**src/rtl/uart_rx_frame.sv**
```systemverilog
// uart_rx_frame: oversampling UART receiver. Frames start + 8 data bits
// (LSB first) + optional parity + one stop bit, and delivers each byte with a
// one-cycle valid strobe plus parity/framing status.
module uart_rx_frame #(
   parameter int CLKS_PER_BIT = 434
) (
   input  logic       clk,
   input  logic       rst_n,
   input  logic       rx,
   input  logic       include_parity,
   input  logic       parity_type,
   output logic [7:0] data_out,
   output logic       data_valid,
   output logic       parity_error,
   output logic       frame_error,
   output logic       busy
);

   localparam int HALF = CLKS_PER_BIT / 2;
   localparam int CW   = $clog2(CLKS_PER_BIT);
   localparam logic [CW-1:0] HALF_LAST = CW'(HALF - 1);
   localparam logic [CW-1:0] BIT_LAST  = CW'(CLKS_PER_BIT - 1);

   typedef enum logic [2:0] {
      S_IDLE,
      S_START,
      S_DATA,
      S_PARITY,
      S_STOP,
      S_BREAK
   } state_t;

   logic          rx_meta_q, rx_s_q;
   state_t        state_q, state_d;
   logic [CW-1:0] cnt_q, cnt_d;
   logic [2:0]    bit_idx_q, bit_idx_d;
   logic [7:0]    shift_q, shift_d;
   logic          par_en_q, par_en_d;
   logic          par_odd_q, par_odd_d;
   logic          par_bit_q, par_bit_d;
   logic [7:0]    data_out_q, data_out_d;
   logic          data_valid_q, data_valid_d;
   logic          parity_error_q, parity_error_d;
   logic          frame_error_q, frame_error_d;
   logic          busy_q, busy_d;
   logic          bit_done;
   logic          stop_sample;

   // Two-flop synchronizer; idles high so reset never looks like a start bit.
   always_ff @(posedge clk or negedge rst_n) begin
      if (!rst_n) begin
         rx_meta_q <= 1'b1;
         rx_s_q    <= 1'b1;
      end else begin
         rx_meta_q <= rx;
         rx_s_q    <= rx_meta_q;
      end
   end

   // State, counters and output registers.
   always_ff @(posedge clk or negedge rst_n) begin
      if (!rst_n) begin
         state_q        <= S_IDLE;
         cnt_q          <= '0;
         bit_idx_q      <= '0;
         shift_q        <= '0;
         par_en_q       <= 1'b0;
         par_odd_q      <= 1'b0;
         par_bit_q      <= 1'b0;
         data_out_q     <= '0;
         data_valid_q   <= 1'b0;
         parity_error_q <= 1'b0;
         frame_error_q  <= 1'b0;
         busy_q         <= 1'b0;
      end else begin
         state_q        <= state_d;
         cnt_q          <= cnt_d;
         bit_idx_q      <= bit_idx_d;
         shift_q        <= shift_d;
         par_en_q       <= par_en_d;
         par_odd_q      <= par_odd_d;
         par_bit_q      <= par_bit_d;
         data_out_q     <= data_out_d;
         data_valid_q   <= data_valid_d;
         parity_error_q <= parity_error_d;
         frame_error_q  <= frame_error_d;
         busy_q         <= busy_d;
      end
   end

   assign bit_done = (cnt_q == BIT_LAST);

   // Next-state logic: sample mid-bit, shift data in, deliver at the stop sample.
   always_comb begin
      state_d        = state_q;
      cnt_d          = cnt_q + CW'(1);
      bit_idx_d      = bit_idx_q;
      shift_d        = shift_q;
      par_en_d       = par_en_q;
      par_odd_d      = par_odd_q;
      par_bit_d      = par_bit_q;
      data_out_d     = data_out_q;
      data_valid_d   = 1'b0;
      parity_error_d = parity_error_q;
      frame_error_d  = frame_error_q;
      stop_sample    = 1'b0;

      case (state_q)
         S_IDLE: begin
            cnt_d     = '0;
            bit_idx_d = '0;
            if (!rx_s_q) begin
               state_d = S_START;
            end
         end
         S_START: begin
            if (cnt_q == HALF_LAST) begin
               cnt_d = '0;
               if (!rx_s_q) begin
                  // Frame configuration is frozen for the rest of the frame.
                  state_d   = S_DATA;
                  par_en_d  = include_parity;
                  par_odd_d = parity_type;
               end else begin
                  state_d = S_IDLE;
               end
            end
         end
         S_DATA: begin
            if (bit_done) begin
               cnt_d   = '0;
               shift_d = {rx_s_q, shift_q[7:1]};
               if (bit_idx_q == 3'd7) begin
                  bit_idx_d = '0;
                  state_d   = par_en_q ? S_PARITY : S_STOP;
               end else begin
                  bit_idx_d = bit_idx_q + 3'd1;
               end
            end
         end
         S_PARITY: begin
            if (bit_done) begin
               cnt_d     = '0;
               par_bit_d = rx_s_q;
               state_d   = S_STOP;
            end
         end
         S_STOP: begin
            if (bit_done) begin
               cnt_d          = '0;
               stop_sample    = 1'b1;
               data_out_d     = shift_q;
               data_valid_d   = 1'b1;
               parity_error_d = par_en_q & (par_bit_q ^ (^shift_q) ^ par_odd_q);
               frame_error_d  = ~rx_s_q;
               state_d        = rx_s_q ? S_IDLE : S_BREAK;
            end
         end
         S_BREAK: begin
            // A held-low line must return high before a new start is seen.
            cnt_d = '0;
            if (rx_s_q) begin
               state_d = S_IDLE;
            end
         end
         default: begin
            cnt_d   = '0;
            state_d = S_IDLE;
         end
      endcase

      // busy follows the next state, but is held through the stop-sample edge
      // so it drops one cycle after data_valid on a good frame.
      busy_d = (state_d != S_IDLE) | stop_sample;
   end

   assign data_out     = data_out_q;
   assign data_valid   = data_valid_q;
   assign parity_error = parity_error_q;
   assign frame_error  = frame_error_q;
   assign busy         = busy_q;

endmodule

```
**config.mk**
```make
export PLATFORM = sky130hd
export DESIGN_NAME = uart_rx_frame
export DESIGN_NICKNAME = d
export VERILOG_FILES = /design/src/rtl/uart_rx_frame.sv
export SDC_FILE = /design/constraint.sdc
export NUM_CORES = 1
export LEC_CHECK = 0
export CELL_PAD_IN_SITES_DETAIL_PLACEMENT = 2
export CELL_PAD_IN_SITES_GLOBAL_PLACEMENT = 2
export CORE_UTILIZATION = 42
export DETAILED_ROUTE_END_ITERATION = 7
export GPL_TIMING_DRIVEN = 0
export PLACE_DENSITY_LB_ADDON = 0.1
export SLEW_MARGIN = 20
export SYNTH_ARGS = -nofsm -noshare
export SYNTH_HDL_FRONTEND = slang
export SYNTH_SLANG_ARGS = --single-unit
```
**constraint.sdc**
```tcl
create_clock -name clk -period 4.65 [get_ports clk]
set_clock_uncertainty 0.2 [all_clocks]
set_input_delay 0.465 -clock clk [delete_from_list [all_inputs] [get_ports clk]]
set_output_delay 0.465 -clock clk [all_outputs]
set_load 0.005 [all_outputs]
```
## After elaboration in Yosys (flattened, before gate mapping)

Index checks and enable logic that the tools add are counted.

- Add/subtract/negate cells: 2
- Multipliers: 0
- Divide/modulo/power cells: 0
- Magnitude comparators: 0
- Equal/unequal tests: 9
- Shift-type cells: 0
- Mux-type cells: 19
- Bitwise gates (word level): 5
- Reduce and logical (&&, ||, !) cells: 10

Operators with widths:

| cell | number |
|---|---|
| $mux 3 | 11 |
| $mux 9 | 2 |
| $pmux 3 s6 | 1 |
| $pmux 9 s2 | 1 |
| $add 9x1->9 const B | 1 |
| $eq 3x3->1 const B | 3 |
| $eq 9x8->1 const B | 1 |
| $eq 9x9->1 const B | 1 |
| $reduce_and 2->1 | 4 |
| $reduce_xor 8->1 | 1 |
| $eq 3x2->1 const B | 2 |
| $pmux 3 s2 | 1 |
| $add 3x1->3 const B | 1 |
| $eq 3x1->1 const B | 1 |
| $logic_not 3->1 | 1 |
| $reduce_and 3->1 | 1 |
| $reduce_bool 3->1 | 1 |
| $reduce_or 3->1 | 1 |
| $mux 1 | 2 |
| $mux 2 | 1 |
| $ne 2x2->1 const B | 1 |
| $reduce_bool 2->1 | 1 |
| $xor 1x1->1 | 2 |
| $and 1x1->1 | 1 |
| other kinds (2) | 2 |

- Bits in registers: 40
- Bits in latches: 0
- Bits in writable memories: 0
- ROM bits: 0
- Input bits: 5
- Output and inout bits: 12
- Word-level logic and storage cells: 59
- Memories: 0

## Longest topological paths before layout

Gate-level depths: netlist of run 1.

- Depth in word-level cells: 6
- Mapped depth: 7

## Worst setup path after synthesis of run 1

No wires, ideal clock.

- Kind: flip-flop to flip-flop
- Start: register cnt_q[0]
- End: register par_en_q
- Setup time: 0.128 ns
- Data arrival time: 1.946 ns
- Required time: 4.322 ns
- Setup slack: 2.376 ns
- Cell stages (with the launch flop): 7
- Path buffers: 0
- Clock period less this slack: 2.274 ns
- Cell sequence: dfrtp_1 inv_1 ha_1 or4b_1 or3_4 nor4_4 mux2_1

- Cells in the longest elaborated chain, start to end: 2

RTL lines:

| item | RTL line | source |
|---|---|---|
| start: declaration | 35 | `logic [CW-1:0] cnt_q, cnt_d;` |
| start signal: assignment | 77 | `cnt_q <= cnt_d;` |
| $eq 9x8->1 | 117 | `if (cnt_q == HALF_LAST) begin` |
| $reduce_and 3->1 (no line) | - |  |
| end signal: assignment | 80 | `par_en_q <= par_en_d;` |
| end: declaration | 38 | `logic par_en_q, par_en_d;` |

Every way passes these cells.
A chain may end at the register's enable or synchronous reset.

## Final worst setup path of run 1

- Start: register cnt_q[0]
- End: register par_odd_q

- Cells in the longest elaborated chain, start to end: 2

RTL lines:

| item | RTL line | source |
|---|---|---|
| $eq 9x8->1 | 117 |  |
| $reduce_and 3->1 (no line) | - |  |
| end signal: assignment | 81 | `par_odd_q <= par_odd_d;` |
| end: declaration | 39 | `logic par_odd_q, par_odd_d;` |

Every way passes these cells.

==> results of run 1 <==
-- worst max-delay path, delay by kind of cell (launching register included) --
kind                     cells  cell delay, ns
adder cells (fa/ha/maj)      1            0.13
multiplexers                 1            0.37
buffers and inverters        1            0.09
flip-flops                   1            0.43
AND/OR/NAND/NOR              3            1.16
-- repair_timing --
item / CTS / global route
resized for setup: 0 / 0
hold endpoints to repair: 18 / 0
hold buffers: 1 / 0
-- cells by family after synthesis --
| kind of cell | after synthesis | share of synthesized area |
|---|---|---|
| buffers and inverters | 9 | 0.0231 |
| muxes | 23 | 0.135 |
| xor gates and xnor gates | 15 | 0.0766 |
| and+or+nand+nor | 46 | 0.139 |
| DFF | 40 | 0.530 |
| adders and majority gates | 5 | 0.0330 |
| AOI/OAI and AO/OA | 16 | 0.0634 |
-- stage by stage --
stage | setup slack, ns | hold slack (ns) | cell area, um2 | cells | util
floorplan | 2.38 | -0.0306 | 1890 | 154 | -
global placement | 1.96 | 0.147 | 2120 | 222 | 0.487
detailed placement | 2.20 | 0.153 | 2140 | 223 | 0.492
CTS | 2.13 | 0.165 | 2240 | 232 | 0.515
global route | 2.07 | 0.166 | 2240 | 232 | 0.515
finish | 2.15 | 0.162 | 2240 | 232 | 0.515
-- final cells by class --
class / instances / area, um2
fill: 429 / 2110
sequential: 40 / 1000
multi-input combinational: 105 / 847
timing repair buffer: 18 / 193
clock buffer: 8 / 90.1
tap: 52 / 65.1
buffer: 4 / 25.0
inverter: 5 / 18.8
-- layer usage --
metal	wire, um	global-route usage	share of wire	vias up
li1	-	-	-	579
met1	1840	0.251	0.42	635
met2	2370	0.371	0.53	20
met3	111	0.0453	0.025	10
met4	107	0.0952	0.024	0
met5	0	0	0	-
-- cell usage after synthesis, drive strengths merged, types with 3 or more instances --
library cell | number | area [um2]
nor3 | 4 | 20.0
xor2 | 3 | 26.3
dfrtp | 38 | 951
inv | 5 | 18.8
nor2 | 14 | 52.6
nand2b | 3 | 18.8
nand2 | 8 | 30.0
mux2 | 21 | 236
nor2b | 3 | 18.8
nand3 | 4 | 20.0
clkbuf | 4 | 25.0
a21o | 3 | 23.8
ha | 5 | 62.6
xnor2 | 11 | 96.3
-- sequential cells by signal (all words and copies together) (netlist names) --
signal / cells
bit_idx_q: 3
busy: 1
cnt_q: 9
data_out: 8
data_valid: 1
frame_error: 1
par_bit_q: 1
par_en_q: 1
par_odd_q: 1
parity_error: 1
rx_meta_q: 1
rx_s_q: 1
shift_q: 8
state_q: 3
-- power by group through the flow --
stage	combinational [uW]	clock [uW]	sequential, uW
2_1_floorplan	1.03	0	357
3_3_place_gp	11.3	0	358
3_5_place_dp	14.6	0	358
4_1_cts	15.2	248	351
5_1_grt	16.5	258	351
6_report	14.6	238	351
-- path summary, 6_finish.rpt --
kind                                start          end  slack (ns)  cells past startpoint
worst max-delay path             cnt_q[0]    par_odd_q        2.15                      6
worst min-delay path            rx_meta_q       rx_s_q        0.16                      0
worst max register to register   cnt_q[0]    par_odd_q        2.15                      6
worst min register to register  rx_meta_q       rx_s_q        0.16                      0
max in group asynchronous           rst_n       rx_s_q        3.21                      3
min in group asynchronous           rst_n  data_out[2]        0.47                      2
==> summary.md, run 1 <==
| Metric | Value |
|---|---|
| Run status | completed |
| Number of cell rows | 24 |
| Final total power | 604 uW |
| Final Critical Period | about 2.5 ns |
| Portion of total power attributed to sequential cells | 0.581 |
| Maximum number of pins on one net before global-route repair | 23 |
| Maximum number of buffers from clock root to sink | 2 |
| ANT nets after route | 0 |
| Synth Flop Type | sky130_fd_sc_hd__dfrtp_1 |
| Die Width | about 70 um |
| Post-detailed-route via-to-cell ratio | between 5 and 6 |
| Depth of the CTS H-tree | 2 |
| Switching fraction of total power | 0.211 |
| Iter 0 DRT Violations | 27 |
| Setup TNS | 0 ns |
| Routability Congestion | 0.827 |
| Share of final-layout standard cells stronger than drive strength 1 | 0.206 |
| Number of buffers added by the clock tree synthesis step | 5 |
| Share of the yosys chip area belonging to registers | 0.530 |
| Pwr Density | roughly 270 nW/um2 |
| Clock latency of the later-clocked register in the worst-skew pair | approximately 0.29 ns |
| Count of TritonRoute iterations in the first routing pass | 3 |
| Peak supply drop | 0.000143 V |
| # setup viols final | 0 |
| Post-synthesis instance total | 154 |
| Biggest fanout along the worst timing path | 5 |
| Clock tree from TritonCTS | built |
| Relative slew slack | 0.597 |
| Via count | between 1000 and 1500 |
| Net Count, Synth | between 150 and 200 |
| Routed WL per cell | approximately 19 um |
| Switching power | approximately 130 uW |
| Count of flip-flops with a built-in enable after synthesis | 0 |
| Required time of the critical path | between 4 and 5 ns |
| Maximum operating frequency | 400 MHz |
| Arrival @ worst endpoint | 2.47 ns |
| Post-route clock period utilization | 0.537 |
| Path class of the lowest-slack min-delay path | register to register |
| Growth of design area from synthesis to finish | 18.4% |
| IO Count | 17 |
| Final nets | 189 |
| Remaining Overflow, GRT | 0 |
| Total setup buffers inserted after CTS | 0 |
| Count of synthesis-stage warnings from yosys | 0 |
| CTS root buf | sky130_fd_sc_hd__clkbuf_8 |
| Die area | approximately 4800 um2 |
| Number of distinct standard cells referenced by the synthesized netlist | 38 |
| Clock slew at reported path FFs | approximately 0.080 ns |
| Setup repair after global routing missed its margin | no |
| Commonest non-fill, non-tap cell in the layout | sky130_fd_sc_hd__dfrtp_1 |
| Synthesized area per cell | 12.3 um2 |
| Number of global-route vias before repair | roughly 1500 |
| Area inside the core boundary | 4350 um2 |
| Async S/R FF share, synth | 1.00 |
| Internal power of the cells | approximately 480 uW |
| List of cells traversed by the critical path | inv_1 -> ha_1 -> or4b_1 -> or3_4 -> nor4_4 -> mux2_1 |
| Routed wire length | around 4.4 mm |
| Leading cell types in the layout, fill and taps excluded | 38 x sky130_fd_sc_hd__dfrtp_1, 19 x sky130_fd_sc_hd__mux2_2, 15 x sky130_fd_sc_hd__clkdlybuf4s50_1 |
| Initial Util | 0.435 |
| IO Port Bufs | 16 |
| Sink count of the clock tree | 40 |
| First-pass GRT wire length | approximately 7.7 mm |
| Max stage delay cell, worst path | sky130_fd_sc_hd__or4b_1 |
| Slowest stage delay, CP | 0.47 ns |
| Residual DRC | 0 |
| Reported leakage power | 0.00104 uW |
| Total of flip-flops plus latches after synthesis | 40 |
| Initial antenna violation count | 0 |
| Number of max-cap violations | 0 |
| GR Util All Layers | 0.213 |
| Y dimension of the die | about 69 um |
| CP Capture Type | register |
| Clock group share of total power | 0.394 |
| Mapped Area | approximately 1900 um2 |
| Worst Setup Path Type | register to register |
| Measured slew at the worst slew-check pin | roughly 0.60 ns |
| Final Hold Fails | 0 |
| Critical path startpoint category | register |
| Antenna cells | 0 |
| Placed wire-length estimate after detailed placement | between 3 and 4 mm |
| Share of power burned in combinational logic | 0.024 |
| Final Max Tran Viols | 0 |
(Power assumes the default switching activity.)
==> run 2, diff against run 1 <==
--- a/config.mk
+++ b/config.mk
@@ -7,7 +7,7 @@
 export LEC_CHECK = 0
 export CELL_PAD_IN_SITES_DETAIL_PLACEMENT = 2
 export CELL_PAD_IN_SITES_GLOBAL_PLACEMENT = 2
-export CORE_UTILIZATION = 42
+export CORE_UTILIZATION = 39
 export DETAILED_ROUTE_END_ITERATION = 7
 export GPL_TIMING_DRIVEN = 0
 export PLACE_DENSITY_LB_ADDON = 0.1
==> constraint.sdc (replaced) <==
create_clock -name clk -period 2.35 [get_ports clk]
set_clock_uncertainty 0.2 [all_clocks]
set_input_delay 0.235 -clock clk [delete_from_list [all_inputs] [get_ports clk]]
set_output_delay 0.235 -clock clk [all_outputs]
set_load 0.005 [all_outputs]
==> summary.md, run 2 (synthesis gave the netlist of run 1 again) <==
| Metric | Value |
|---|---|
| Setup repair after global routing missed its margin | yes |
| Post-route clock period utilization | 1.01 |
| Post-detailed-route via-to-cell ratio | roughly 5.3 |
| Maximum number of buffers from clock root to sink | 2 |
| Run status | finished, violations left |
| Die area | roughly 5100 um2 |
| Number of buffers added by the clock tree synthesis step | 5 |
| Endpoint of the worst hold-timing path | rx_meta_q |
| IO Port Bufs | 16 |
| Required time of the critical path | approximately 2.3 ns |
| Clock slew at reported path FFs | ~0.08 ns |
| Remaining Overflow, GRT | 0 |
| Final Max Tran Viols | 0 |
| Antenna cells | 0 |
| Largest register by flop count | cnt_q |
| Layout fillers | ~450 |
| Initial Util | 0.421 |
| Routability Congestion | ~0.72 |
| Number of global-route vias before repair | 1427 |
| Y dimension of the die | 71.7 um |
| Failing checks | negative setup slack |
| GR Util All Layers | 0.187 |
| Measured slew at the worst slew-check pin | approximately 0.43 ns |
| Clock latency of the later-clocked register in the worst-skew pair | 0.29 ns |
| Worst Setup Path Type | register to register |
| Min Hold Slack | between 0.15 and 0.2 ns |
| Via count | roughly 1300 |
| Minimum setup slack among reg-to-reg paths | -0.03 ns |
| Relative slew slack | 0.715 |
| Final Critical Period | approximately 2.4 ns |
| Critical path startpoint category | register |
| Final setup margin | -0.0255 ns |
| Area inside the core boundary | 4500 um2 |
| Leading cell types in the layout, fill and taps excluded | 38 x sky130_fd_sc_hd__dfrtp_1, 19 x sky130_fd_sc_hd__mux2_2, 15 x sky130_fd_sc_hd__clkdlybuf4s50_1 |
| Final nets | 196 |
| Final total power | between 1000 and 1500 uW |
| Biggest fanout along the worst timing path | 3 |
| Design Area, Final | around 2400 um2 |
| Maximum number of pins on one net before global-route repair | 26 |
| Reported leakage power | 0.00109 uW |
| ANT nets after route | 0 |
| Maximum operating frequency | 421 MHz |
| Pwr Density | 538 nW/um2 |
| IO Count | 17 |
| Number of max-cap violations | 0 |
| Growth of design area from synthesis to finish | 24.6% |
| Clock tree from TritonCTS | built |
| Placed wire-length estimate after detailed placement | just under 3 mm |
| Number of cell rows | 24 |
| Worst R2R Start | cnt_q[1] |
| # setup viols final | 2 |
| Final Hold Fails | 0 |
| Routed wire length | around 4.5 mm |
| Count of TritonRoute iterations in the first routing pass | 3 |
| Path class of the lowest-slack min-delay path | input port to register |
| Number of flip-flops under the largest register name | 9 |
| Worst flop-to-flop path endpoint | par_en_q |
| CP Capture Type | register |
| Start point of the worst hold path | rx |
| Commonest non-fill, non-tap cell in the layout | sky130_fd_sc_hd__dfrtp_1 |
| Setup TNS | -0.0501 ns |
| Depth of the CTS H-tree | 2 |
| FF-to-FF path depth | 7 |
| Residual DRC | 0 |
| Area after detailed placement | 2130 um2 |
| CTS root buf | sky130_fd_sc_hd__clkbuf_8 |
| Sink count of the clock tree | 40 |
| Share of final-layout standard cells stronger than drive strength 1 | 0.283 |
| Arrival @ worst endpoint | between 2 and 2.5 ns |
| First-pass GRT wire length | roughly 7.2 mm |
| Hold Path Cell Cnt | 1 |
| Routed WL per cell | about 19 um |
| Initial antenna violation count | 0 |
| Peak supply drop | 0.000297 V |
| Die Width | 71.7 um |
| Iter 0 DRT Violations | 40 |
[run 2: cell types whose count changed in the layout (fill, tap and decap cells not counted), sizes merged]
cell / previous run / this run
buf: 2 / 9
clkbuf: 12 / 9
a2bb2oi: 1 / 2
bufinv: 0 / 1
clkinv: 0 / 1
[run 2: area by class of cell]
cell class,count,area [um2],share of cell area
flip-flops and latches,40,1000,0.425
multi-input cells,106,907,0.384
clock buffers,6,72.6,0.0308
well taps,52,65.1,0.0276
plain buffers,4,27.5,0.0117
clock inverters,2,35.0,0.0148
repair buffers,24,230,0.0976
inverters,5,18.8,0.00795
[run 2: worst max path at each step]
stage,start,endpoint,slack [ns],cells after the start
floorplan,cnt_q[0],par_en_q,0.08,6
global placement,rst_n,bit_idx_q[0],-0.12,1
detailed placement,cnt_q[0],par_odd_q,-0.15,6
CTS,cnt_q[0],par_odd_q,-0.12,7
global route,cnt_q[1],par_odd_q,-0.11,7
finish,cnt_q[1],par_en_q,-0.03,7
[run 2: critical path: stages, from the launching register on]
cell and delay [ns]:
sky130_fd_sc_hd__dfrtp_1 0.40, sky130_fd_sc_hd__inv_2 0.09, sky130_fd_sc_hd__ha_4 0.12, sky130_fd_sc_hd__or4b_1 0.43, sky130_fd_sc_hd__or3_4 0.42, sky130_fd_sc_hd__nor4_4 0.13
sky130_fd_sc_hd__buf_4 0.17, sky130_fd_sc_hd__mux2_4 0.29
[run 2: through the flow]
| stage | util | instances | worst slack (ns) |
|---|---|---|---|
| after global routing | 0.524 | 239 | -0.114 |
| after detailed placement | 0.474 | 223 | -0.150 |
| after CTS | 0.516 | 237 | -0.115 |
| after floorplan | - | 154 | 0.0761 |
| final | 0.524 | 239 | -0.0255 |
| after global placement | 0.471 | 222 | -0.121 |
[run 2: where the power goes]
part	switching (uW)	internal, uW
Sequential	3.12	691
Clock	234	315
Combinational	15.9	11.0
[run 2: layer usage]
| layer | GRT usage | part of all wire | up-vias |
|---|---|---|---|
| met5 | 0 | 0 | - |
| met4 | 0.0588 | 0.012 | 0 |
| met3 | 0.0394 | 0.024 | 7 |
| met2 | 0.335 | 0.53 | 17 |
| met1 | 0.224 | 0.43 | 643 |
| li1 | - | - | 594 |
[run 2: repair_timing]
action,CTS,global route
cloned,0,1
gates resized for setup,9,3
setup endpoints to repair,11,12
pin swaps,3,6
endpoints found under the hold margin,38,0
setup buffers,5,2
hold buffers,1,0
